[config.mk]
export PLATFORM = sky130hd
export DESIGN_NAME = mult_share_arbiter
export DESIGN_NICKNAME = d
export VERILOG_FILES = /design/src/rtl/mult_share_arbiter.sv
export SDC_FILE = /design/constraint.sdc
export NUM_CORES = 1
export LEC_CHECK = 0
export CAP_MARGIN = 20
export CORE_MARGIN = 3
export CORE_UTILIZATION = 41
export CTS_CLUSTER_SIZE = 24
export DETAILED_ROUTE_END_ITERATION = 10
export GPL_TIMING_DRIVEN = 0
export PLACE_DENSITY = 0.85
export SKIP_CTS_REPAIR_TIMING = 1
export SLEW_MARGIN = 20
export SYNTH_ARGS = -nofsm -noshare
export SYNTH_HDL_FRONTEND = slang
export SYNTH_SLANG_ARGS = --single-unit
[constraint.sdc]
create_clock -name clk -period 5.45 [get_ports clk]
set_clock_uncertainty 0.15 [all_clocks]
set_input_delay 1.635 -clock clk [delete_from_list [all_inputs] [get_ports clk]]
set_output_delay 1.635 -clock clk [all_outputs]
set_load 0.03 [all_outputs]
[src/rtl/mult_share_arbiter.sv]
// Round-robin front end that time-shares one pipelined signed multiplier among
// NUM_REQ requesters, tagging each issued pair so its product returns to its owner.
module mult_share_arbiter #(
    parameter int NUM_REQ     = 4,
    parameter int WIDTH       = 8,
    parameter int MUL_LATENCY = 2
) (
    input  logic                                 clk,
    input  logic                                 reset_n,
    input  logic                                 cfg_enable,
    input  logic [NUM_REQ-1:0]                   req_valid,
    output logic [NUM_REQ-1:0]                   req_ready,
    input  logic [NUM_REQ*WIDTH-1:0]             req_a,
    input  logic [NUM_REQ*WIDTH-1:0]             req_b,
    output logic [WIDTH-1:0]                     mul_a,
    output logic [WIDTH-1:0]                     mul_b,
    input  logic [2*WIDTH-1:0]                   mul_p,
    output logic [NUM_REQ-1:0]                   rsp_valid,
    output logic [2*WIDTH-1:0]                   rsp_data,
    output logic [$clog2(MUL_LATENCY+3)-1:0]     in_flight,
    output logic                                 idle
);

    localparam int IDW = $clog2(NUM_REQ);

    // Handshake: a requester transfers on a rising edge where req_valid[i] && req_ready[i];
    // it holds valid and operands until then. Responses carry no backpressure.

    logic [IDW-1:0]   rr_ptr;
    logic [IDW-1:0]   grant_id;
    logic             grant_found;
    logic             xfer;
    logic [WIDTH-1:0] a_arr [NUM_REQ];
    logic [WIDTH-1:0] b_arr [NUM_REQ];

    logic             iss_vld;
    logic [IDW-1:0]   iss_id;
    logic [MUL_LATENCY-1:0] tag_vld;
    logic [IDW-1:0]   tag_id [MUL_LATENCY];

    always_comb begin
        for (int i = 0; i < NUM_REQ; i++) begin
            a_arr[i] = req_a[i*WIDTH +: WIDTH];
            b_arr[i] = req_b[i*WIDTH +: WIDTH];
        end
    end

    // Search starts at rr_ptr and wraps, so the first hit is the round-robin winner.
    always_comb begin
        logic [IDW:0] idx;
        grant_found = 1'b0;
        grant_id    = '0;
        idx         = '0;
        for (int k = 0; k < NUM_REQ; k++) begin
            idx = (IDW+1)'(rr_ptr) + (IDW+1)'(k);
            if (idx >= (IDW+1)'(NUM_REQ)) begin
                idx = idx - (IDW+1)'(NUM_REQ);
            end
            if (!grant_found && req_valid[idx[IDW-1:0]]) begin
                grant_found = 1'b1;
                grant_id    = idx[IDW-1:0];
            end
        end
        if (!cfg_enable || !reset_n) begin
            grant_found = 1'b0;
        end
    end

    always_comb begin
        req_ready = '0;
        if (grant_found) begin
            req_ready[grant_id] = 1'b1;
        end
    end

    assign xfer = grant_found;
    assign idle = (in_flight == '0);

    always_ff @(posedge clk or negedge reset_n) begin
        if (!reset_n) begin
            rr_ptr    <= '0;
            mul_a     <= '0;
            mul_b     <= '0;
            iss_vld   <= 1'b0;
            iss_id    <= '0;
            tag_vld   <= '0;
            for (int s = 0; s < MUL_LATENCY; s++) begin
                tag_id[s] <= '0;
            end
            rsp_valid <= '0;
            rsp_data  <= '0;
            in_flight <= '0;
        end else begin
            if (xfer) begin
                rr_ptr  <= (grant_id == IDW'(NUM_REQ-1)) ? '0 : grant_id + 1'b1;
                mul_a   <= a_arr[grant_id];
                mul_b   <= b_arr[grant_id];
                iss_vld <= 1'b1;
                iss_id  <= grant_id;
            end else begin
                // Zero operands keep the multiplier datapath from toggling when idle.
                mul_a   <= '0;
                mul_b   <= '0;
                iss_vld <= 1'b0;
            end

            tag_vld[0] <= iss_vld;
            tag_id[0]  <= iss_id;
            for (int s = 1; s < MUL_LATENCY; s++) begin
                tag_vld[s] <= tag_vld[s-1];
                tag_id[s]  <= tag_id[s-1];
            end

            if (tag_vld[MUL_LATENCY-1]) begin
                rsp_valid <= {{(NUM_REQ-1){1'b0}}, 1'b1} << tag_id[MUL_LATENCY-1];
                rsp_data  <= mul_p;
            end else begin
                rsp_valid <= '0;
            end

            // An op counts until its response strobe cycle has completed.
            if (xfer && !(|rsp_valid)) begin
                in_flight <= in_flight + 1'b1;
            end else if (!xfer && (|rsp_valid)) begin
                in_flight <= in_flight - 1'b1;
            end
        end
    end

endmodule

==> results of run 1 <==
## per-layer routing
layer | GRT usage, % | part of all wire [%]
met1 | 20.2 | 37
met2 | 33.5 | 50
met3 | 8.09 | 11
met4 | 4.90 | 1.3
met5 | 0 | 0
## placed cells by master (no fill, tap or decap), types with 4 or more instances in the layout
cell type        count
ha_1                 5
and2_1               4
clkdlybuf4s50_1    124
inv_1                6
dfrtp_1             50
dlymetal6s2s_1       5
mux2_2              19
o22ai_1             17
clkbuf_8             6
mux2i_1             32
## cells by family after synthesis
logic type,Yosys count,share of synthesized area [%]
fa+ha+maj,6,3.59
buf+inv,15,5.33
simple gates,19,5.05
compound gates,25,7.34
mux,51,23.2
flops,50,54.3
xor+xnor,3,1.14
## synth_stat cells, types with 2 or more instances
cell / number / area (µm²)
and2_1: 4 / 25.0
dfrtp_1: 50 / 1250
xor2_1: 2 / 17.5
inv_1: 6 / 22.5
ha_1: 5 / 62.6
buf_12: 2 / 40.0
mux2_2: 19 / 214
nand2_1: 2 / 7.51
nand2_2: 2 / 12.5
clkbuf_1: 2 / 7.51
mux2i_1: 32 / 320
o22ai_1: 17 / 106
nor2_1: 3 / 11.3
## final cells by class
cell class,instances,share of cell area [%]
Multi-Input combinational cell,104,24.2
Inverter,6,0.588
Clock buffer,6,1.90
Clock inverter,2,0.980
Timing Repair Buffer,131,34.7
Sequential cell,50,32.7
Tap cell,70,2.29
Buffer,9,2.61
## final timing paths
check                                  start           end  slack (ns)  cells after the start
worst max-delay path            req_valid[1]  req_ready[1]        0.17                     10
worst min-delay path              tag_vld[0]    tag_vld[1]        0.20                      0
worst max register to register  rsp_valid[1]  in_flight[2]        3.32                      7
worst min register to register    tag_vld[0]    tag_vld[1]        0.20                      0
max in group asynchronous            reset_n   rsp_data[6]        3.45                      2
min in group asynchronous            reset_n  in_flight[0]        1.16                      1
## sequential cells by signal, summed over array words and instances (netlist names)
signal     cells
rsp_valid      4
in_flight      3
tag_id         4
mul_a          8
tag_vld        2
iss_id         2
rsp_data      16
mul_b          8
rr_ptr         2
iss_vld        1
## power breakdown
group          total [mW]  internal (mW)  leakage [nW]  switching [mW]
clock network       0.255          0.137        0.0514           0.118
logic               0.583          0.299          1.06           0.284
registers           0.494          0.445         0.629          0.0489
total                1.33          0.881          1.74           0.451
## stage by stage
step                      hold slack [ns]  cells  TNS [ns]
after floorplan                     0.181    169         0
after global placement              0.183    369     -6.92
after detailed placement            0.186    370    -0.999
after CTS                           0.207    378     -1.02
after global routing                0.210    378         0
final                               0.201    378         0
==> out/metrics.cfg, run 1 <==
[outcome]
outcome=complete, no violations

[cells_and_area]
fin_area_um2=3830
nNetsFinal=400
drive_gt1_share_pct=13.3
antennaDiodeCount=0
final_util_pct=72.6
fill_cells=411
area_delta_synth_final_pct=66.3
regArea_um2=1250
multi_input_area_um2=928

[detailed_routing]
drc=0
drtIter0Drc=49
wl_per_cell_um=15.7
vias=1868
wl_um=5930
first_pass_iters=4
viasPerCell=4.94
drtAntennaViolNets=0

[synthesis]
syn_nets=262
syn-instance-count=169
ys_ff_latch=50
synth_flop_cell=dfrtp_1
synth-seq-area-share_pct=54.3
synth_edf_count=0
ys_types=36
ys_warn_count=0
synthArstFlopShare_pct=100
avgSynthCellArea_um2=13.6
syn_area_um2=2300

[pwr]
ir_drop_v=0.000163
p_total_mw=1.33
p_leak_nw=1.74
cellPowerDensity_nw_per_um2=348

[die]
ios=131
die_x_um=80.9
die_h_um=80.9
dieArea_um2=6550
fp.coreArea_um2=5270
start_util_pct=43.7
rows=26

[placed_design]
dp_slack_ns=-0.262
gp_congestion=0.714
dp_hpwl_um=4790
port_buffers=130
dpl_cell_area_um2=3710

[critical_path]
required_ns=3.67
cp_cell_sequence=clkdlybuf4s50_1 -> a21o_1 -> a21oi_1 -> o22a_2 -> buf_6 -> buf_8 -> inv_1 -> ha_1 -> and2_1 -> dlymetal6s2s_1
worstPathArrival_ns=3.49
cp_slowest_cell=clkdlybuf4s50_1
slowest_delay_ns=0.45
critPathTopFamily=buffers and inverters
crit_type=in -> out
crit_buf_inv=5
end_kind=output pin
crit_path_start_kind=primary input
crit_path_max_fanout=11

[clock_tree]
cts-root-buf=clkbuf_8
htree_levels=2
cts_buffers=5
worstSkewPairLatency_ns=0.29
cts_max_path_buffers=2
cts_sinks=50
path_clk_slew_ns=0.09
cts_tree=done

[timing]
finalCritPeriodShare_pct=96.8
rsz0062_at_grt=false
tightest_slew_ns=0.554
slew_headroom_pct=63.0
fin_ws_ns=0.172
period_needed_ns=5.28
fmax_ghz=0.189
finalHoldViolCount=0
setup_viol=0
slew_violations=0

[global_route]
grt_pass1_wl_um=9240
grt_max_degree=29
grt.total_usage_pct=18.7
grt_overflow=0
antenna_found_initial=0
grt_pass1_vias=1958

[min_path]
hold_class=reg -> reg

[flow_run]
cap_violations=0

Power figures use the tool's default switching activity.
==> run 2, diff against run 1 <==
CORE_UTILIZATION = 34   (was 41)
PLACE_DENSITY = 0.76   (was 0.85)
clock period = 4.53 ns   (was 5.45 ns; I/O delays follow)
==> out/metrics.cfg, run 2 (synthesis gave the netlist of run 1 again) <==
[placed_design]
port_buffers=130  ; unchanged
gp_congestion=0.695  ; was 0.714
dpl_cell_area_um2=3700  ; was 3710 µm²
dp_hpwl_um=4390  ; was 4790 µm

[clock_tree]
cts-root-buf=clkbuf_8  ; unchanged
cts_tree=done  ; unchanged
path_clk_slew_ns=0.08  ; was 0.09 ns
cts_sinks=50  ; unchanged
cts_max_path_buffers=2  ; unchanged
htree_levels=2  ; unchanged
cts_buffers=5  ; unchanged
worstSkewPairLatency_ns=0.29  ; about the same

[detailed_routing]
drc=0  ; unchanged
viasPerCell=4.72  ; was 4.94
wl_per_cell_um=14.6  ; was 15.7 µm
vias=1837  ; was 1868
drtAntennaViolNets=0  ; unchanged
drtIter0Drc=31  ; was 49
first_pass_iters=5  ; was 4
wl_um=5670  ; was 5930 µm

[die]
die_x_um=88.3  ; was 80.9 µm
ios=131  ; unchanged
rows=29  ; was 26
die_h_um=88.3  ; was 80.9 µm
start_util_pct=35.6  ; was 43.7%
fp.coreArea_um2=6460  ; was 5270 µm²
dieArea_um2=7790  ; was 6550 µm²

[cells_and_area]
antennaDiodeCount=0  ; unchanged
reg_top3=rsp_data x16, mul_a x8, mul_b x8  ; unchanged
layout_commonest_cell=clkdlybuf4s50_1  ; unchanged
area_delta_synth_final_pct=66.9  ; was 66.3%
fin_area_um2=3840  ; was 3830 µm²
largest_reg_flops=16  ; unchanged
nNetsFinal=404  ; was 400
final_cell_mix=123 x clkdlybuf4s50_1, 50 x dfrtp_1, 32 x mux2i_1  ; was 124 x clkdlybuf4s50_1, 50 x dfrtp_1, 32 x mux2i_1
drive_gt1_share_pct=16.0  ; was 13.3%
top_register=rsp_data  ; unchanged

[timing]
fin_hold_ws_ns=0.203  ; was 0.201 ns
slew_violations=0  ; unchanged
fmax_ghz=0.227
slew_headroom_pct=64.8  ; was 63.0%
rsz0062_at_grt=false  ; unchanged
finalCritPeriodShare_pct=97.1
setup_viol=0  ; unchanged
period_needed_ns=4.40
tightest_slew_ns=0.527  ; was 0.554 ns
finalHoldViolCount=0  ; unchanged

[global_route]
busiest_layer=met2  ; unchanged
grt_pass1_vias=1878  ; was 1958
grt_max_degree=52  ; was 29
grt_util_met2_pct=25.6  ; was 33.5%
grt_pass1_wl_um=8440  ; was 9240 µm
use_met3_pct=5.31  ; was 8.09%
grt_overflow=0  ; unchanged
met1_usage_pct=15.5  ; was 20.2%
antenna_found_initial=0  ; unchanged
grt.total_usage_pct=14.0  ; was 18.7%

[pwr]
p_sw_share_pct=33.3  ; was 33.9%
p_total_mw=1.61  ; was 1.33 mW
pwr-share-comb_pct=44.4  ; was 43.8%
seqPwrFrac_pct=36.8  ; was 37.1%
cellPowerDensity_nw_per_um2=420  ; was 348 nW/µm²
p_leak_nw=1.71  ; was 1.74 nW
internal-power_mw=1.08  ; was 881 µW
p_sw_uw=538  ; was 451 µW
p_clk_share_pct=18.8  ; was 19.1%
ir_drop_v=0.000152  ; was 0.000163 V

[critical_path]
cp_cell_sequence=clkdlybuf4s50_1 -> inv_1 -> o22ai_1 -> a211oi_4 -> buf_4 -> ha_1 -> and2_1 -> buf_2  ; was clkdlybuf4s50_1 -> a21o_1 -> a21oi_1 -> o22a_2 -> buf_6 -> buf_8 -> inv_1 -> ha_1 -> and2_1 -> dlymetal6s2s_1
crit_type=in -> out  ; unchanged
worstPathArrival_ns=2.89  ; was 3.49 ns
critPathTopFamily=buffers and inverters  ; unchanged
crit_path_max_fanout=4  ; was 11
slowest_delay_ns=0.41  ; was 0.45 ns
cp_slowest_cell=clkdlybuf4s50_1  ; unchanged
crit_path_start_kind=primary input  ; unchanged
required_ns=3.02  ; was 3.67 ns
end_kind=output pin  ; unchanged
crit_buf_inv=4  ; was 5

[min_path]
hold_class=reg -> reg  ; unchanged

[outcome]
outcome=complete, no violations  ; unchanged

[flow_run]
cap_violations=0  ; unchanged

==> run 2: cell types whose count changed in the layout (fill, tap and decap cells not counted), sizes merged <==
cell,previous run,this run
buf,8,15
clkbuf,9,10
clkdlybuf4s50,124,123
dlymetal6s2s,5,2
==> run 2: power by group through the flow <==
stage	clock [mW]	combinational (mW)	sequential, mW
2_1_floorplan	0	0.299	0.721
3_3_place_gp	0	0.692	0.598
3_5_place_dp	0	0.698	0.601
4_1_cts	0.318	0.701	0.593
5_1_grt	0.337	0.767	0.606
6_report	0.304	0.717	0.594
==> run 2: final cells by class <==
cell class              instances  area, µm²
multi-input cells             104        936
flip-flops and latches         50       1250
fillers                       551       2620
well taps                      77       96.3
clock buffers                   6       72.6
inverters                       6       22.5
plain buffers                   8       93.8
repair buffers                136       1330
clock inverters                 2       37.5
==> run 2: worst register-to-register path, delay by kind of cell, from the launching register on <==
| family | cells | cell delay (ns) |
|---|---|---|
| AND/OR/NAND/NOR | 2 | 0.51 |
| adder cells (fa/ha/maj) | 2 | 0.63 |
| buffers and inverters | 1 | 0.06 |
| XOR/XNOR | 2 | 0.29 |
| flip-flops | 1 | 0.38 |
==> run 2: metrics by stage <==
stage                     cells  setup WS (ns)  TNS [ns]  util (%)
final                       389          0.132         0      59.5
after global routing        389         0.0299         0      59.5
after CTS                   384         -0.614     -2.42      59.0
after detailed placement    376         -0.612     -2.41      57.2
after global placement      376          -2.01    -16.43      57.3
after floorplan             169          0.493         0         -
==> run 2: path summary, 6_finish.rpt <==
kind / start / slack (ns) / cells past startpoint / endpoint
worst max-delay path: req_valid[2] / 0.13 / 8 / req_ready[3]
worst min-delay path: tag_id[2] / 0.20 / 0 / tag_id[0]
worst max register to register: rsp_valid[1] / 2.44 / 7 / in_flight[2]
worst min register to register: tag_id[2] / 0.20 / 0 / tag_id[0]
max in group asynchronous: reset_n / 3.06 / 1 / mul_a[1]
min in group asynchronous: reset_n / 0.84 / 1 / rsp_valid[1]
==> run 2: layer usage <==
| metal | vias up | part of all wire, % | routed length (µm) |
|---|---|---|---|
| met4 | 0 | 0.42 | 24 |
| met2 | 83 | 52 | 2970 |
| met3 | 2 | 8.4 | 474 |
| met1 | 867 | 39 | 2200 |
| met5 | - | 0 | 0 |
| li1 | 885 | - | - |
==> run 3, diff against run 2 <==
CORE_ASPECT_RATIO = 1.75   (was unset)
==> out/metrics.cfg, run 3 (synthesis gave the netlist of run 1 again) <==
[placed_design]
dpl_cell_area_um2=3700  ; about the same
gp_congestion=0.681  ; was 0.695
port_buffers=130  ; unchanged
dp_hpwl_um=4400  ; was 4390 µm
dp_slack_ns=-0.650  ; was -0.612 ns
dp_cells=381  ; was 376

[detailed_routing]
drtAntennaViolNets=0  ; unchanged
viasPerCell=4.72  ; about the same
drc=0  ; unchanged
vias=1874  ; was 1837
first_pass_iters=4  ; was 5
wl_per_cell_um=14.2  ; was 14.6 µm
wl_um=5630  ; was 5670 µm
drtIter0Drc=52  ; was 31

[critical_path]
crit_type=in -> out  ; unchanged
crit_path_max_fanout=3  ; was 4
required_ns=3.02  ; about the same
worstPathArrival_ns=2.96  ; was 2.89 ns
end_kind=output pin  ; unchanged
crit_path_start_kind=primary input  ; unchanged

[cells_and_area]
nNetsFinal=407  ; was 404
layout_commonest_cell=clkdlybuf4s50_1  ; unchanged
fin_area_um2=3960  ; was 3840 µm²
regArea_um2=1250  ; unchanged
final_cell_mix=123 x clkdlybuf4s50_1, 50 x dfrtp_1, 32 x mux2i_1  ; unchanged
fill_cells=565  ; was 551
reg_top3=rsp_data x16, mul_a x8, mul_b x8  ; unchanged
final_util_pct=60.6  ; was 59.5%
largest_reg_flops=16  ; unchanged
drive_gt1_share_pct=17.1  ; was 16.0%
multi_input_area_um2=936  ; unchanged
antennaDiodeCount=0  ; unchanged
top_register=rsp_data  ; unchanged
final_cells=397  ; was 389
area_delta_synth_final_pct=72.1  ; was 66.9%

[flow_run]
cap_violations=0  ; unchanged

[timing]
tightest_slew_ns=0.563  ; was 0.527 ns
setup_viol=0  ; unchanged
fin_ws_ns=0.0612  ; was 0.132 ns
finalHoldViolCount=0  ; unchanged
finalCritPeriodShare_pct=98.6  ; was 97.1%
slew_headroom_pct=62.5  ; was 64.8%
slew_violations=0  ; unchanged
fmax_ghz=0.224  ; was 0.227 GHz
period_needed_ns=4.47  ; was 4.40 ns

[clock_tree]
path_clk_slew_ns=0.06  ; was 0.08 ns
cts_max_path_buffers=2  ; unchanged
worstSkewPairLatency_ns=0.28  ; was 0.29 ns
cts_tree=done  ; unchanged
cts-root-buf=clkbuf_16  ; was clkbuf_8
cts_buffers=5  ; unchanged
htree_levels=2  ; unchanged
cts_sinks=50  ; unchanged

[global_route]
grt_overflow=0  ; unchanged
antenna_found_initial=0  ; unchanged
grt_pass1_vias=1852  ; was 1878
grt_max_degree=52  ; unchanged
grt_pass1_wl_um=8670  ; was 8440 µm
grt.total_usage_pct=14.7  ; was 14.0%

[min_path]
hold_class=reg -> reg  ; unchanged

[outcome]
outcome=complete, no violations  ; unchanged

[die]
start_util_pct=35.2  ; was 35.6%
die_h_um=115  ; was 88.3 µm
die_x_um=68.2  ; was 88.3 µm
rows=39  ; was 29
fp.coreArea_um2=6540  ; was 6460 µm²
ios=131  ; unchanged
dieArea_um2=7830  ; was 7790 µm²

[pwr]
cellPowerDensity_nw_per_um2=456  ; was 420 nW/µm²
ir_drop_v=0.000258  ; was 0.000152 V
p_leak_nw=1.77  ; was 1.71 nW
p_total_mw=1.81  ; was 1.61 mW

run 3: cell types whose count changed in the layout (fill, tap and decap cells not counted):
cell,delta
clkbuf_1,-1
clkinvlp_4,-1
buf_4,+3
clkbuf_4,+1
clkbuf_8,-4
bufinv_16,+1
clkbuf_16,+5
buf_2,-2
clkbuf_2,+1
run 3: final cells by class:
cell class,count,area share (%)
buffer,8,2.43
tap,82,2.59
timing repair buffer,139,34.2
multi-input combinational,104,23.6
inverter,6,0.568
clock inverter,2,1.52
clock buffer,6,3.50
sequential,50,31.6
run 3: routing by layer:
metal	up-vias	global-route usage, %	routed length [µm]
met3	2	3.71	349
met2	75	27.8	3320
li1	893	-	-
met4	0	3.98	31
met1	904	15.3	1930
met5	-	0	0
run 3: stage by stage:
step	hold slack, ns	TNS, ns
floorplan	0.181	0
global placement	0.181	-16.95
detailed placement	0.186	-2.51
CTS	0.200	-2.53
global route	0.210	-0.0171
finish	0.201	0
run 3: worst paths after layout:
path	to	slack, ns	depth (start not counted)	start
max in group asynchronous	mul_a[1]	3.04	1	reset_n
worst max register to register	in_flight[2]	2.52	7	rsp_valid[1]
worst min register to register	tag_vld[1]	0.20	0	tag_vld[0]
worst min-delay path	tag_vld[1]	0.20	0	tag_vld[0]
min in group asynchronous	rsp_data[13]	0.87	1	reset_n
worst max-delay path	req_ready[3]	0.06	8	req_valid[2]
run 3: worst max-delay path: stages:
cell and delay (ns):
clkdlybuf4s50_1 0.44, inv_1 0.11, o22ai_1 0.12, a211oi_4 0.30
buf_4 0.17, ha_1 0.12, and2_1 0.13, clkbuf_2 0.21
run 3: power breakdown:
part / internal, mW / switching (mW) / total [mW]
sequential: 0.537 / 0.0593 / 0.596
combinational: 0.386 / 0.339 / 0.725
clock: 0.331 / 0.155 / 0.486
